File: config.mk
export PLATFORM = sky130hd
export DESIGN_NAME = pipe_ctrl
export DESIGN_NICKNAME = d
export VERILOG_FILES = /design/src/rtl/pipe_ctrl.sv
export SDC_FILE = /design/constraint.sdc
export NUM_CORES = 1
export LEC_CHECK = 0
export CAP_MARGIN = 20
export CORE_MARGIN = 5
export CORE_UTILIZATION = 40
export DETAILED_ROUTE_END_ITERATION = 10
export PLACE_DENSITY_LB_ADDON = 0.15
export SETUP_SLACK_MARGIN = 0.1
export SLEW_MARGIN = 5
export SYNTH_ARGS = -nofsm -noshare
export SYNTH_HDL_FRONTEND = slang
export SYNTH_SLANG_ARGS = --single-unit
File: constraint.sdc
create_clock -name clk -period 2.1 [get_ports clk]
set_input_delay 0.21 -clock clk [delete_from_list [all_inputs] [get_ports clk]]
set_output_delay 0.21 -clock clk [all_outputs]
set_load 0.005 [all_outputs]
File: src/rtl/pipe_ctrl.sv
// pipe_ctrl: pipeline hold/flush sequencer for the 5-stage core.
//
// Produces per-stage hold, bubble and flush controls plus the PC redirect. Four stall/redirect
// sources are arbitrated: EX jumps (highest), mul/div issue, bus wait and load-use hazards.
// A jump seen while the bus is stalled is parked in pend_addr and replayed once the bus frees.
//
// Ports:
//   clk, rst                  clock, synchronous active-low reset
//   jump_en_i, jump_addr_i    EX-stage taken jump and target
//   ex_load_i, ex_rd_i        EX instruction is a load / its destination
//   id_rs{1,2}_i, _en_i       ID source registers and read enables
//   md_start_i, md_done_i     mul/div issue pulse and result valid
//   bus_wait_i                memory bus not ready
//   hold_pc_o, hold_if_id_o, hold_id_ex_o   stage holds
//   bubble_id_ex_o, bubble_ex_mem_o         insert NOP into ID/EX, EX/MEM
//   flush_o                   flush IF/ID and ID/EX
//   jump_en_o, jump_addr_o    PC redirect (address is 0 when not redirecting)
//   md_timeout_o              one-cycle pulse when a mul/div is force-released
//   stall_cnt_o               saturating count of cycles with hold_pc_o set
module pipe_ctrl #(
   parameter int unsigned AW         = 32,
   parameter int unsigned MD_TIMEOUT = 64
) (
   input  logic          clk,
   input  logic          rst,
   input  logic          jump_en_i,
   input  logic [AW-1:0] jump_addr_i,
   input  logic          ex_load_i,
   input  logic [4:0]    ex_rd_i,
   input  logic [4:0]    id_rs1_i,
   input  logic [4:0]    id_rs2_i,
   input  logic          id_rs1_en_i,
   input  logic          id_rs2_en_i,
   input  logic          md_start_i,
   input  logic          md_done_i,
   input  logic          bus_wait_i,
   output logic          hold_pc_o,
   output logic          hold_if_id_o,
   output logic          hold_id_ex_o,
   output logic          bubble_id_ex_o,
   output logic          bubble_ex_mem_o,
   output logic          flush_o,
   output logic          jump_en_o,
   output logic [AW-1:0] jump_addr_o,
   output logic          md_timeout_o,
   output logic [15:0]   stall_cnt_o
);

   localparam int unsigned CW = $clog2(MD_TIMEOUT);
   localparam logic [CW-1:0] MdLast = CW'(MD_TIMEOUT - 1);

   typedef enum logic [1:0] {StRun, StMdWait, StJmpPend} state_e;

   state_e          state_q, state_d;
   logic [CW-1:0]   md_cnt_q, md_cnt_d;
   logic [AW-1:0]   pend_addr_q, pend_addr_d;
   logic [15:0]     stall_cnt_q, stall_cnt_d;
   logic            load_use;

   // x0 is never a real dependency, so a load to x0 cannot cause a hazard.
   assign load_use = ex_load_i && (ex_rd_i != 5'd0) &&
                     ((id_rs1_en_i && (id_rs1_i == ex_rd_i)) ||
                      (id_rs2_en_i && (id_rs2_i == ex_rd_i)));

   always_ff @(posedge clk) begin
      if (!rst) begin
         state_q     <= StRun;
         md_cnt_q    <= '0;
         pend_addr_q <= '0;
         stall_cnt_q <= '0;
      end else begin
         state_q     <= state_d;
         md_cnt_q    <= md_cnt_d;
         pend_addr_q <= pend_addr_d;
         stall_cnt_q <= stall_cnt_d;
      end
   end

   always_comb begin
      state_d     = state_q;
      md_cnt_d    = md_cnt_q;
      pend_addr_d = pend_addr_q;
      stall_cnt_d = stall_cnt_q;
      unique case (state_q)
         StRun: begin
            if (jump_en_i) begin
               if (bus_wait_i) begin
                  pend_addr_d = jump_addr_i;
                  state_d     = StJmpPend;
               end
            end else if (md_start_i) begin
               md_cnt_d = '0;
               state_d  = StMdWait;
            end
         end
         StMdWait: begin
            if (md_done_i || (md_cnt_q == MdLast)) begin
               state_d = StRun;
            end else begin
               md_cnt_d = md_cnt_q + CW'(1);
            end
         end
         StJmpPend: begin
            if (!bus_wait_i) begin
               state_d = StRun;
            end
         end
         default: state_d = StRun;
      endcase
      if (hold_pc_o && (stall_cnt_q != 16'hFFFF)) begin
         stall_cnt_d = stall_cnt_q + 16'd1;
      end
   end

   always_comb begin
      hold_pc_o       = 1'b0;
      hold_if_id_o    = 1'b0;
      hold_id_ex_o    = 1'b0;
      bubble_id_ex_o  = 1'b0;
      bubble_ex_mem_o = 1'b0;
      flush_o         = 1'b0;
      jump_en_o       = 1'b0;
      jump_addr_o     = '0;
      md_timeout_o    = 1'b0;
      stall_cnt_o     = '0;
      if (rst) begin
         stall_cnt_o = stall_cnt_q;
         unique case (state_q)
            StRun: begin
               if (jump_en_i) begin
                  if (!bus_wait_i) begin
                     jump_en_o   = 1'b1;
                     jump_addr_o = jump_addr_i;
                     flush_o     = 1'b1;
                  end else begin
                     hold_pc_o    = 1'b1;
                     hold_if_id_o = 1'b1;
                     hold_id_ex_o = 1'b1;
                  end
               end else if (md_start_i) begin
                  // Issue cycle proceeds normally; holds begin next cycle.
               end else if (bus_wait_i) begin
                  hold_pc_o    = 1'b1;
                  hold_if_id_o = 1'b1;
                  hold_id_ex_o = 1'b1;
               end else if (load_use) begin
                  hold_pc_o      = 1'b1;
                  hold_if_id_o   = 1'b1;
                  bubble_id_ex_o = 1'b1;
               end
            end
            StMdWait: begin
               if (!md_done_i) begin
                  hold_pc_o       = 1'b1;
                  hold_if_id_o    = 1'b1;
                  hold_id_ex_o    = 1'b1;
                  bubble_ex_mem_o = 1'b1;
                  md_timeout_o    = (md_cnt_q == MdLast);
               end
            end
            StJmpPend: begin
               if (bus_wait_i) begin
                  hold_pc_o    = 1'b1;
                  hold_if_id_o = 1'b1;
                  hold_id_ex_o = 1'b1;
               end else begin
                  jump_en_o   = 1'b1;
                  jump_addr_o = pend_addr_q;
                  flush_o     = 1'b1;
               end
            end
            default: ;
         endcase
      end
   end

endmodule

==> summary.txt, run 1 <==
Yosys
  • Post-synthesis compound-gate area fraction: 0.209
  • Most numerous cell types in the synthesized netlist: sky130_fd_sc_hd__nand2_1, sky130_fd_sc_hd__dfxtp_1, sky130_fd_sc_hd__nor2_1
  • Proportion of netlist area held by the largest area contributor: 0.369
  • Most used DFF post-synth: sky130_fd_sc_hd__dfxtp_1
  • Area share of xor/xnor cells in the synthesized design: 0.0462
  • Number of synthesized flops with an enable pin: 0
  • Async set-or-reset flop fraction in the synthesized netlist: 0
  • Synth Register Bits: 56
  • Post-Syn Area: 3030 um2
  • Most used standard cell by instance count after synthesis: sky130_fd_sc_hd__nand2_1
  • Largest family of logic cells by synthesized area: simple AND/OR/NAND/NOR gates
  • Top cells by area, synth: sky130_fd_sc_hd__dfxtp_1, sky130_fd_sc_hd__nand2_1, sky130_fd_sc_hd__a22oi_1
  • Most area-hungry cell type in the Yosys netlist: sky130_fd_sc_hd__dfxtp_1
  • Mean post-synth cell area: 7.47 um2
  • Post-Synth Adder-Cell Area: 0.00825
  • Synthesized Nets: 464
  • Portion of the post-synthesis area used by sequential elements: 0.369
  • Number of distinct library cells after synthesis: 42
  • Multiplexer area fraction after synthesis: 0.0198
  • Cells after synthesis: 406
  • Area fraction in and, or, nand and nor cells after synthesis: 0.296
  • Ys Warns: 0

CTS
  • Clock-pin slew reported for the worst setup and hold paths after clock tree synthesis: 0.10 ns
  • TritonCTS sink count: 56
  • Root buf cell: sky130_fd_sc_hd__clkbuf_8
  • Hold_buf cts: 0
  • Clock tree from TritonCTS: yes
  • Clk buf depth: 2
  • Number of H-tree branching levels: 2
  • Clock buffers created by TritonCTS: 5
  • Clock latency on the worst-skew pair: 0.32 ns

Detailed routing
  • Vias: 3364
  • Via density: 5.23
  • First-iteration detailed-routing DRC count: 116
  • Post-detailed-route DRC marker count: 0
  • Detailed-route wire length per cell: 15.2 um
  • Count of antenna-violating nets left after detailed routing: 0
  • DRT Pass-1 Iters: 4
  • Detailed Route WL: 9.78 mm

Power
  • Comb pwr share: 0.228
  • IR drop worst, VDD: 289 uV
  • Cell Pwr Density: 476 nW/um2
  • Switching power of the nets: 647 uW
  • Switch share: 0.287
  • Fraction of power consumed by the clock network: 0.273
  • Cell-internal power: 1610 uW
  • Sequential power share: 0.498
  • Leakage dissipation: 0.00183 uW

STA
  • Clk_skew: 0.0139 ns
  • Period utilisation layout: 0.989
  • Setup violations, final: 0
  • Min Tclk post-route: 2.08 ns
  • Worst-case headroom to the max-slew limit: 0.666
  • Min Hold Slack: 0.424 ns
  • Setup repair after global routing missed its margin: yes
  • Number of hold-slack violations in the final timing report: 0
  • PnR worst setup slack: 0.0238 ns
  • Slew Viols, Final: 0
  • Highest achievable clock rate: 482 MHz
  • Setup TNS: 0 ns
  • Worst slew pin tran: 0.496 ns

Placed design
  • Placement Setup Slack: -0.309 ns
  • Post-Place Cells: 622
  • Buffers added on ports: 111
  • Half-perimeter wire length of the detailed placement result: 6.35 mm
  • Weighted congestion at the end of routability-driven global placement: 0.778

Global routing
  • Gr ovfl total: 0
  • Global Route Usage Sum: 0.194
  • Antenna violations before repair: 0
  • Number of global-route vias before repair: 3279
  • Maximum number of pins on one net before global-route repair: 34
  • First-pass GRT wire length: 15.7 mm

Worst setup path
  • Critical register-to-register path startpoint: stall_cnt_q[0]
  • Critical path capture point type: primary output
  • Depth of the worst register-to-register path: 7
  • Startpoint type of the worst setup path: input port
  • Arrival @ worst endpoint: 1.87 ns
  • Setup slack, reg-to-reg: 0.11 ns
  • Crit path kind: in -> out
  • Worst r2r dst: stall_cnt_q[5]
  • Worst EP required: 1.89 ns
  • Worst-path fanout max: 2

Worst hold path
  • HP Start: rst
  • Kind of path behind the tightest hold check: in -> reg
  • Worst Hold Path Cells: 3
  • Worst Hold Path EP: stall_cnt_q[15]

Floorplanning
  • Total I/O pin count: 112
  • CORE AREA: 7330 um2
  • Die outline width: 97.1 um
  • Total die area: 9430 um2
  • Num rows: 31
  • Die Span Y: 97.1 um
  • Initial Util: 0.414

Finish
  • Total number of nets in the final design: 601
  • Finished Core Util: 0.647
  • Post-synthesis to final-layout area growth: 56.2%
  • Antenna Cells: 0
  • Total of fill cells in the finished design: 634
  • Layout cell share with drive strength beyond 1: 0.233
  • Non-filler instance count after layout: 643

Run
  • Maximum Capacitance Violations: 0

Run status
  • Outcome: finished, final reports clean
[layout by cell type, fill, tap and decap left out, drive strengths merged, types with 3 or more instances in the layout]
cell type,n
o31ai,4
dfxtp,56
inv,9
and3,4
nor3,3
clkdlybuf4s50,64
nor2,54
nand2,79
nand3,9
xnor2,12
or3,6
nand4,9
buf,62
o21ai,9
a21oi,43
and2,16
nor3b,3
or4,4
mux2i,3
xor2,4
clkbuf,25
dlymetal6s2s,3
dlygate4sd2,9
a22oi,32
nor4,3
[power groups by stage]
stage	Combinational, uW	Clock [uW]	Sequential [uW]
4_1_cts	488	635	1120
6_report	516	616	1130
2_1_floorplan	202	0	1140
5_1_grt	560	671	1130
3_3_place_gp	455	0	1140
3_5_place_dp	465	0	1150
[worst max-delay path, cell delays in order]
cell and delay [ns]:
sky130_fd_sc_hd__dlygate4sd2_1 0.25, sky130_fd_sc_hd__or4_4 0.55, sky130_fd_sc_hd__o2111ai_4 0.26, sky130_fd_sc_hd__buf_6 0.13, sky130_fd_sc_hd__nor4_1 0.03, sky130_fd_sc_hd__and2_1 0.17
sky130_fd_sc_hd__dlygate4sd2_1 0.27
[how the worst max path moves through the flow]
stage | startpoint | to | slack (ns)
CTS | state_q[1] | hold_id_ex_o | -0.08
global placement | ex_rd_i[1] | hold_if_id_o | -0.28
floorplan | stall_cnt_q[0] | stall_cnt_q[5] | 0.15
detailed placement | ex_rd_i[1] | stall_cnt_q[11] | -0.31
finish | ex_rd_i[3] | bubble_id_ex_o | 0.02
global route | ex_rd_i[3] | bubble_id_ex_o | -0.03
[registers in the layout, summed over array words and instances (netlist names)]
| register | flops |
|---|---|
| md_cnt_q | 6 |
| pend_addr_q | 32 |
| stall_cnt_q | 16 |
| state_q | 2 |
[metal layers]
| metal | share of wire | vias up | global-route usage |
|---|---|---|---|
| li1 | - | 1680 | - |
| met1 | 0.44 | 1570 | 0.254 |
| met2 | 0.49 | 108 | 0.326 |
| met3 | 0.064 | 6 | 0.0431 |
| met4 | 0.0076 | 0 | 0.0432 |
| met5 | 0 | - | 0 |
[through the flow]
| step | area [um2] | power, uW |
|---|---|---|
| 4_1_cts | 4680 | 2240 |
| 2_1_floorplan | 3030 | 1340 |
| 3_5_place_dp | 4460 | 1610 |
| 6_report | 4740 | 2260 |
| 3_3_place_gp | 4460 | 1600 |
| 5_1_grt | 4740 | 2360 |
[kinds of logic after synthesis]
logic type                 after synthesis
and+or+nand+nor                        195
AOI/OAI and AO/OA                       96
DFF                                     56
buffers and inverters                   36
xor gates and xnor gates                16
muxes                                    5
adders and majority gates                2
[final cells by class]
class / instances / area (um2) / area share
Tap cell: 99 / 124 / 0.0261
Multi-Input combinational cell: 314 / 1930 / 0.408
Clock buffer: 6 / 72.6 / 0.0153
Clock inverter: 2 / 16.3 / 0.00343
Inverter: 9 / 33.8 / 0.00713
Timing Repair Buffer: 157 / 1430 / 0.302
Sequential cell: 56 / 1130 / 0.238
[timing repair]
item,4_1_cts,5_1_grt
endpoints found under the setup margin,50,52
gates cloned,3,1
endpoints found under the hold margin,0,0
gates resized for setup,73,112
pin swaps,9,18
buffers inserted,6,3
(Power assumes the default switching activity.)
==> inputs of run 2 (changes only) <==
CAP_MARGIN = 15   (was 20)
TNS_END_PERCENT = 5   (was unset)
==> run 2 against run 1 <==
  * Clock power down 2%
  * The run now ends with setup timing left
  * Largest cell class unchanged
  * Non-clock buffer count down 10
  * Via count down 2.2%
  * Register-to-register slack about the same
  * First-iteration DRC count unchanged
  * Critical endpoint is now md_timeout_o
  * Critical path depth down 3
  * Fmax down 1.7%
==> summary.txt, run 2 (synthesized netlist as in run 1, its figures left out) <==
CTS
  • TritonCTS sink count: 56
  • Root buf cell: sky130_fd_sc_hd__clkbuf_8
  • Clock latency on the worst-skew pair: 0.31 ns
  • Hold_buf cts: 0
  • Clock buffers created by TritonCTS: 5
  • Clk buf depth: 2
  • Number of H-tree branching levels: 2
  • Clock tree from TritonCTS: yes
  • Clock-pin slew reported for the worst setup and hold paths after clock tree synthesis: 0.11 ns

Finish
  • Most common cell after layout, fill and taps aside: sky130_fd_sc_hd__nand2_1
  • Commonest non-fill, non-tap cells in the layout: sky130_fd_sc_hd__nand2_1, sky130_fd_sc_hd__clkdlybuf4s50_1, sky130_fd_sc_hd__dfxtp_1
  • Number of flip-flops in the largest register: 32
  • Post-synthesis to final-layout area growth: 52.2%
  • Antenna Cells: 0
  • Non-filler instance count after layout: 633
  • Leading registers by flop count: pend_addr_q (32), stall_cnt_q (16), md_cnt_q (6)
  • Total of fill cells in the finished design: 665
  • Finished layout cell area: 4620 um2
  • Total number of nets in the final design: 591
  • Seq. cell area: 1130 um2
  • Area of combinational cells with multiple inputs: 1840 um2
  • Finished Core Util: 0.630
  • Largest reg by FF count: pend_addr_q
  • Layout cell share with drive strength beyond 1: 0.127

Placed design
  • Total cell area at the placement stage: 4460 um2
  • Weighted congestion at the end of routability-driven global placement: 0.778
  • Buffers added on ports: 111
  • Half-perimeter wire length of the detailed placement result: 6.35 mm
  • Post-Place Cells: 622

Detailed routing
  • Detailed-route wire length per cell: 14.3 um
  • Vias: 3290
  • DRT Pass-1 Iters: 4
  • Detailed Route WL: 9.06 mm
  • Via density: 5.20
  • Count of antenna-violating nets left after detailed routing: 0
  • Post-detailed-route DRC marker count: 0
  • First-iteration detailed-routing DRC count: 116

Worst hold path
  • Kind of path behind the tightest hold check: in -> reg

Power
  • IR drop worst, VDD: 282 uV
  • Cell Pwr Density: 477 nW/um2
  • Leakage dissipation: 0.00179 uW

Floorplanning
  • Die Span Y: 97.1 um
  • Die outline width: 97.1 um
  • Initial Util: 0.414
  • CORE AREA: 7330 um2
  • Total die area: 9430 um2
  • Num rows: 31
  • Total I/O pin count: 112

STA
  • Highest achievable clock rate: 474 MHz
  • Period utilisation layout: 1.01
  • Slew Viols, Final: 0
  • Clk_skew: 0.0121 ns
  • Worst-case headroom to the max-slew limit: 0.706
  • Number of hold-slack violations in the final timing report: 0
  • PnR worst setup slack: -0.0118 ns
  • Worst slew pin tran: 0.436 ns
  • Setup violations, final: 1
  • Setup repair after global routing missed its margin: yes
  • Min Tclk post-route: 2.11 ns

Worst setup path
  • Worst-path fanout max: 7
  • Critical path capture point type: primary output
  • Arrival @ worst endpoint: 1.90 ns
  • Startpoint type of the worst setup path: register
  • Crit path kind: reg -> out
  • Setup slack, reg-to-reg: 0.10 ns
  • Worst EP required: 1.89 ns

Run status
  • Outcome: complete, but fails checks
  • Failing checks: setup timing

Run
  • Maximum Capacitance Violations: 0

Global routing
  • First-pass GRT wire length: 15.2 mm
  • Gr ovfl total: 0
  • Global Route Usage Sum: 0.187
  • Maximum number of pins on one net before global-route repair: 34
  • Antenna violations before repair: 0
  • Number of global-route vias before repair: 3210
## run 2: cell types whose count changed in the layout (fill, tap and decap cells not counted), sizes merged
cell | previous run | this run
dlygate4sd2 | 9 | 41
buf | 62 | 36
clkbuf | 25 | 6
clkdlybuf4s50 | 64 | 67
dlymetal6s2s | 3 | 0
clkdlybuf4s15 | 0 | 2
bufbuf | 0 | 1
## run 2: critical path, stage by stage, from the launching register on
cell	delay, ns
sky130_fd_sc_hd__dfxtp_4	0.41
sky130_fd_sc_hd__nor3b_2	0.27
sky130_fd_sc_hd__and2_1	0.20
sky130_fd_sc_hd__nor3b_1	0.19
sky130_fd_sc_hd__clkdlybuf4s50_1	0.53
## run 2: through the flow
stage	worst slack [ns]	hold slack [ns]	power [uW]	setup TNS, ns
3_3_place_gp	-0.282	0.442	1600	-9.43
3_5_place_dp	-0.309	0.447	1610	-10.80
6_report	-0.0118	0.459	2200	-0.0118
2_1_floorplan	0.145	0.346	1340	0
5_1_grt	-0.0783	0.457	2320	-0.266
4_1_cts	-0.0747	0.447	2230	-0.185
## run 2: per-layer routing
layer	wire (um)	vias up	global-route usage
met5	0	-	0
met4	46	0	0.0367
met3	510	4	0.0431
met2	4480	93	0.316
met1	4030	1534	0.246
li1	-	1659	-
## run 2: report_power, final
group / switching (uW) / leakage [uW] / internal, uW
Combinational: 220 / 0.00129 / 254
Sequential: 25.3 / 0.000456 / 1100
Clock: 366 / 0.0000414 / 239
Total: 612 / 0.00179 / 1590
## run 2: area by class of cell
class / count / share of cell area
well taps: 99 / 0.0268
clock inverters: 2 / 0.00352
repair buffers: 147 / 0.304
clock buffers: 6 / 0.0157
flip-flops and latches: 56 / 0.244
inverters: 9 / 0.00732
multi-input cells: 314 / 0.398
## run 2: worst paths after layout
path,start,endpoint,cells after the start
setup reg to reg,stall_cnt_q[0],stall_cnt_q[5],7
hold reg to reg,pend_addr_q[7],pend_addr_q[7],2
setup / recovery,state_q[0],md_timeout_o,4
hold / removal,jump_addr_i[12],pend_addr_q[12],3
## run 2: timing repair
action                     4_1_cts  5_1_grt
hold endpoints to repair         0        0
pin swaps                        7        2
buffers inserted                 2        0
gates cloned                     1        0
gates resized for setup         53       11
setup endpoints to repair       50       54
==> inputs of run 3 (changes only) <==
SKIP_CTS_REPAIR_TIMING = 1   (was unset)
==> run 3 against run 2 <==
  * The run still ends with setup timing left
  * Flip-flop and latch count did not move
  * Sequential power barely moved
  * Cell count did not move
  * Via count rose by 0.79%
  * Total power rose by 0.88%
  * Sequential share of layout area fell by 0.74 points
  * Critical path type unchanged
  * Largest cell class unchanged
==> summary.txt, run 3 (synthesized netlist as in run 1, its figures left out) <==
Placed design
  • Buffers added on ports: 111
  • Total cell area at the placement stage: 4460 um2
  • Half-perimeter wire length of the detailed placement result: 6.35 mm
  • Weighted congestion at the end of routability-driven global placement: 0.778
  • Placement Setup Slack: -0.309 ns

Finish
  • Total number of nets in the final design: 591
  • Most common cell after layout, fill and taps aside: sky130_fd_sc_hd__nand2_1
  • Seq. cell area: 1130 um2
  • Layout cell share with drive strength beyond 1: 0.131
  • Finished Core Util: 0.650
  • Commonest non-fill, non-tap cells in the layout: sky130_fd_sc_hd__nand2_1, sky130_fd_sc_hd__clkdlybuf4s50_1, sky130_fd_sc_hd__dfxtp_1
  • Finished layout cell area: 4770 um2
  • Post-synthesis to final-layout area growth: 57.1%
  • Number of flip-flops in the largest register: 32
  • Largest reg by FF count: pend_addr_q
  • Total of fill cells in the finished design: 613
  • Leading registers by flop count: pend_addr_q (32), stall_cnt_q (16), md_cnt_q (6)
  • Area of combinational cells with multiple inputs: 1850 um2
  • Antenna Cells: 0

Worst setup path
  • Total buffers and inverters traversed by the critical path: 3
  • Top delay family on crit path: buffers and inverters
  • Depth of the worst register-to-register path: 7
  • Worst r2r dst: stall_cnt_q[5]
  • Crit path kind: reg -> out
  • Worst EP required: 1.89 ns
  • Startpoint type of the worst setup path: register
  • Critical path capture point type: primary output
  • Largest stage delay on the critical path: 0.51 ns
  • Cell with the largest stage delay on the worst path: sky130_fd_sc_hd__clkdlybuf4s50_1
  • Worst-path fanout max: 16
  • Arrival @ worst endpoint: 2.06 ns
  • Critical register-to-register path startpoint: stall_cnt_q[0]
  • Chain of cells forming the critical path: nor4_4 -> buf_4 -> clkbuf_16 -> a22oi_1 -> nor2_1 -> clkdlybuf4s50_1
  • Setup slack, reg-to-reg: 0.14 ns

STA
  • Highest achievable clock rate: 441 MHz
  • Setup TNS: -0.702 ns
  • Setup repair after global routing missed its margin: yes
  • Slew Viols, Final: 0
  • Period utilisation layout: 1.08
  • Min Hold Slack: 0.371 ns
  • Min Tclk post-route: 2.27 ns
  • Worst-case headroom to the max-slew limit: 0.730
  • Clk_skew: 0.0156 ns
  • Setup violations, final: 8
  • Worst slew pin tran: 0.403 ns
  • Number of hold-slack violations in the final timing report: 0
  • PnR worst setup slack: -0.168 ns

Global routing
  • Gr ovfl total: 0
  • Maximum number of pins on one net before global-route repair: 34
  • Number of global-route vias before repair: 3171
  • Global Route Usage Sum: 0.184
  • First-pass GRT wire length: 14.9 mm
  • Antenna violations before repair: 0

Floorplanning
  • Die outline width: 97.1 um
  • Num rows: 31
  • CORE AREA: 7330 um2
  • Total die area: 9430 um2
  • Die Span Y: 97.1 um
  • Initial Util: 0.414
  • Total I/O pin count: 112

CTS
  • Clk buf depth: 2
  • Clock buffers created by TritonCTS: 5
  • Number of H-tree branching levels: 2
  • Clock-pin slew reported for the worst setup and hold paths after clock tree synthesis: 0.10 ns
  • Root buf cell: sky130_fd_sc_hd__clkbuf_8
  • Clock tree from TritonCTS: yes
  • Clock latency on the worst-skew pair: 0.32 ns
  • TritonCTS sink count: 56

Power
  • Cell-internal power: 1600 uW
  • Fraction of power consumed by the clock network: 0.275
  • Switching power of the nets: 618 uW
  • Comb pwr share: 0.219
  • Sequential power share: 0.506
  • Cell Pwr Density: 466 nW/um2
  • Switch share: 0.278
  • IR drop worst, VDD: 289 uV
  • Leakage dissipation: 0.00223 uW

Detailed routing
  • Detailed Route WL: 9.16 mm
  • Vias: 3316
  • First-iteration detailed-routing DRC count: 136
  • DRT Pass-1 Iters: 4
  • Via density: 5.24
  • Count of antenna-violating nets left after detailed routing: 0
  • Post-detailed-route DRC marker count: 0
  • Detailed-route wire length per cell: 14.5 um

Worst hold path
  • Worst Hold Path Cells: 4
  • Kind of path behind the tightest hold check: in -> reg
  • Worst Hold Path EP: state_q[1]
  • HP Start: jump_en_i

Run status
  • Failing checks: setup timing
  • Outcome: complete, but fails checks

Run
  • Maximum Capacitance Violations: 0
## run 3: cell types whose count changed in the layout (fill, tap and decap cells not counted), moves of 3 or more
cell / delta
sky130_fd_sc_hd__buf_4: -3
sky130_fd_sc_hd__clkdlybuf4s50_1: +9
sky130_fd_sc_hd__dlygate4sd2_1: -41
sky130_fd_sc_hd__dlymetal6s2s_1: +35
sky130_fd_sc_hd__xnor2_1: -3
sky130_fd_sc_hd__xnor2_2: +3
## run 3: final cells by class
cell class,instances,area share
well taps,99,0.0260
clock inverters,2,0.00341
multi-input cells,314,0.387
flip-flops and latches,56,0.237
inverters,9,0.00709
repair buffers,147,0.324
clock buffers,6,0.0152
## run 3: worst reg2reg max path, stage by stage (launching register included)
cell and delay, ns:
sky130_fd_sc_hd__dfxtp_2 0.36, sky130_fd_sc_hd__ha_1 0.23, sky130_fd_sc_hd__and3_1 0.20, sky130_fd_sc_hd__and3_1 0.23, sky130_fd_sc_hd__a211oi_2 0.26, sky130_fd_sc_hd__a21oi_4 0.12
sky130_fd_sc_hd__nor3_2 0.15, sky130_fd_sc_hd__mux2_4 0.31
## run 3: worst max-delay path by stage
stage                         from              end  slack (ns)  cells past startpoint
floorplan           stall_cnt_q[0]   stall_cnt_q[5]        0.15                      7
global route            state_q[1]        jump_en_o       -0.27                      6
global placement        ex_rd_i[1]     hold_if_id_o       -0.28                      7
CTS                     ex_rd_i[1]     hold_if_id_o       -0.31                      7
finish                  state_q[1]   jump_addr_o[4]       -0.17                      6
detailed placement      ex_rd_i[1]  stall_cnt_q[11]       -0.31                      9
## run 3: layer usage
metal  track usage  vias to the layer above  routed length (um)
met5             0                        -                   0
met4        0.0324                        0                  41
met3        0.0438                        5                 497
met2         0.313                       92                4550
met1         0.240                     1559                4070
li1              -                     1660                   -
## run 3: power by group through the flow
stage / clock [uW] / combinational (uW) / sequential (uW)
final: 610 / 487 / 1120
after floorplan: 0 / 202 / 1140
after global placement: 0 / 455 / 1140
after detailed placement: 0 / 465 / 1150
after global routing: 675 / 532 / 1130
after CTS: 635 / 467 / 1120
## run 3: stage by stage
| stage | std cells | total power (uW) |
|---|---|---|
| finish | 633 | 2220 |
| global route | 633 | 2340 |
| global placement | 622 | 1600 |
| detailed placement | 622 | 1610 |
| floorplan | 406 | 1340 |
| CTS | 630 | 2220 |
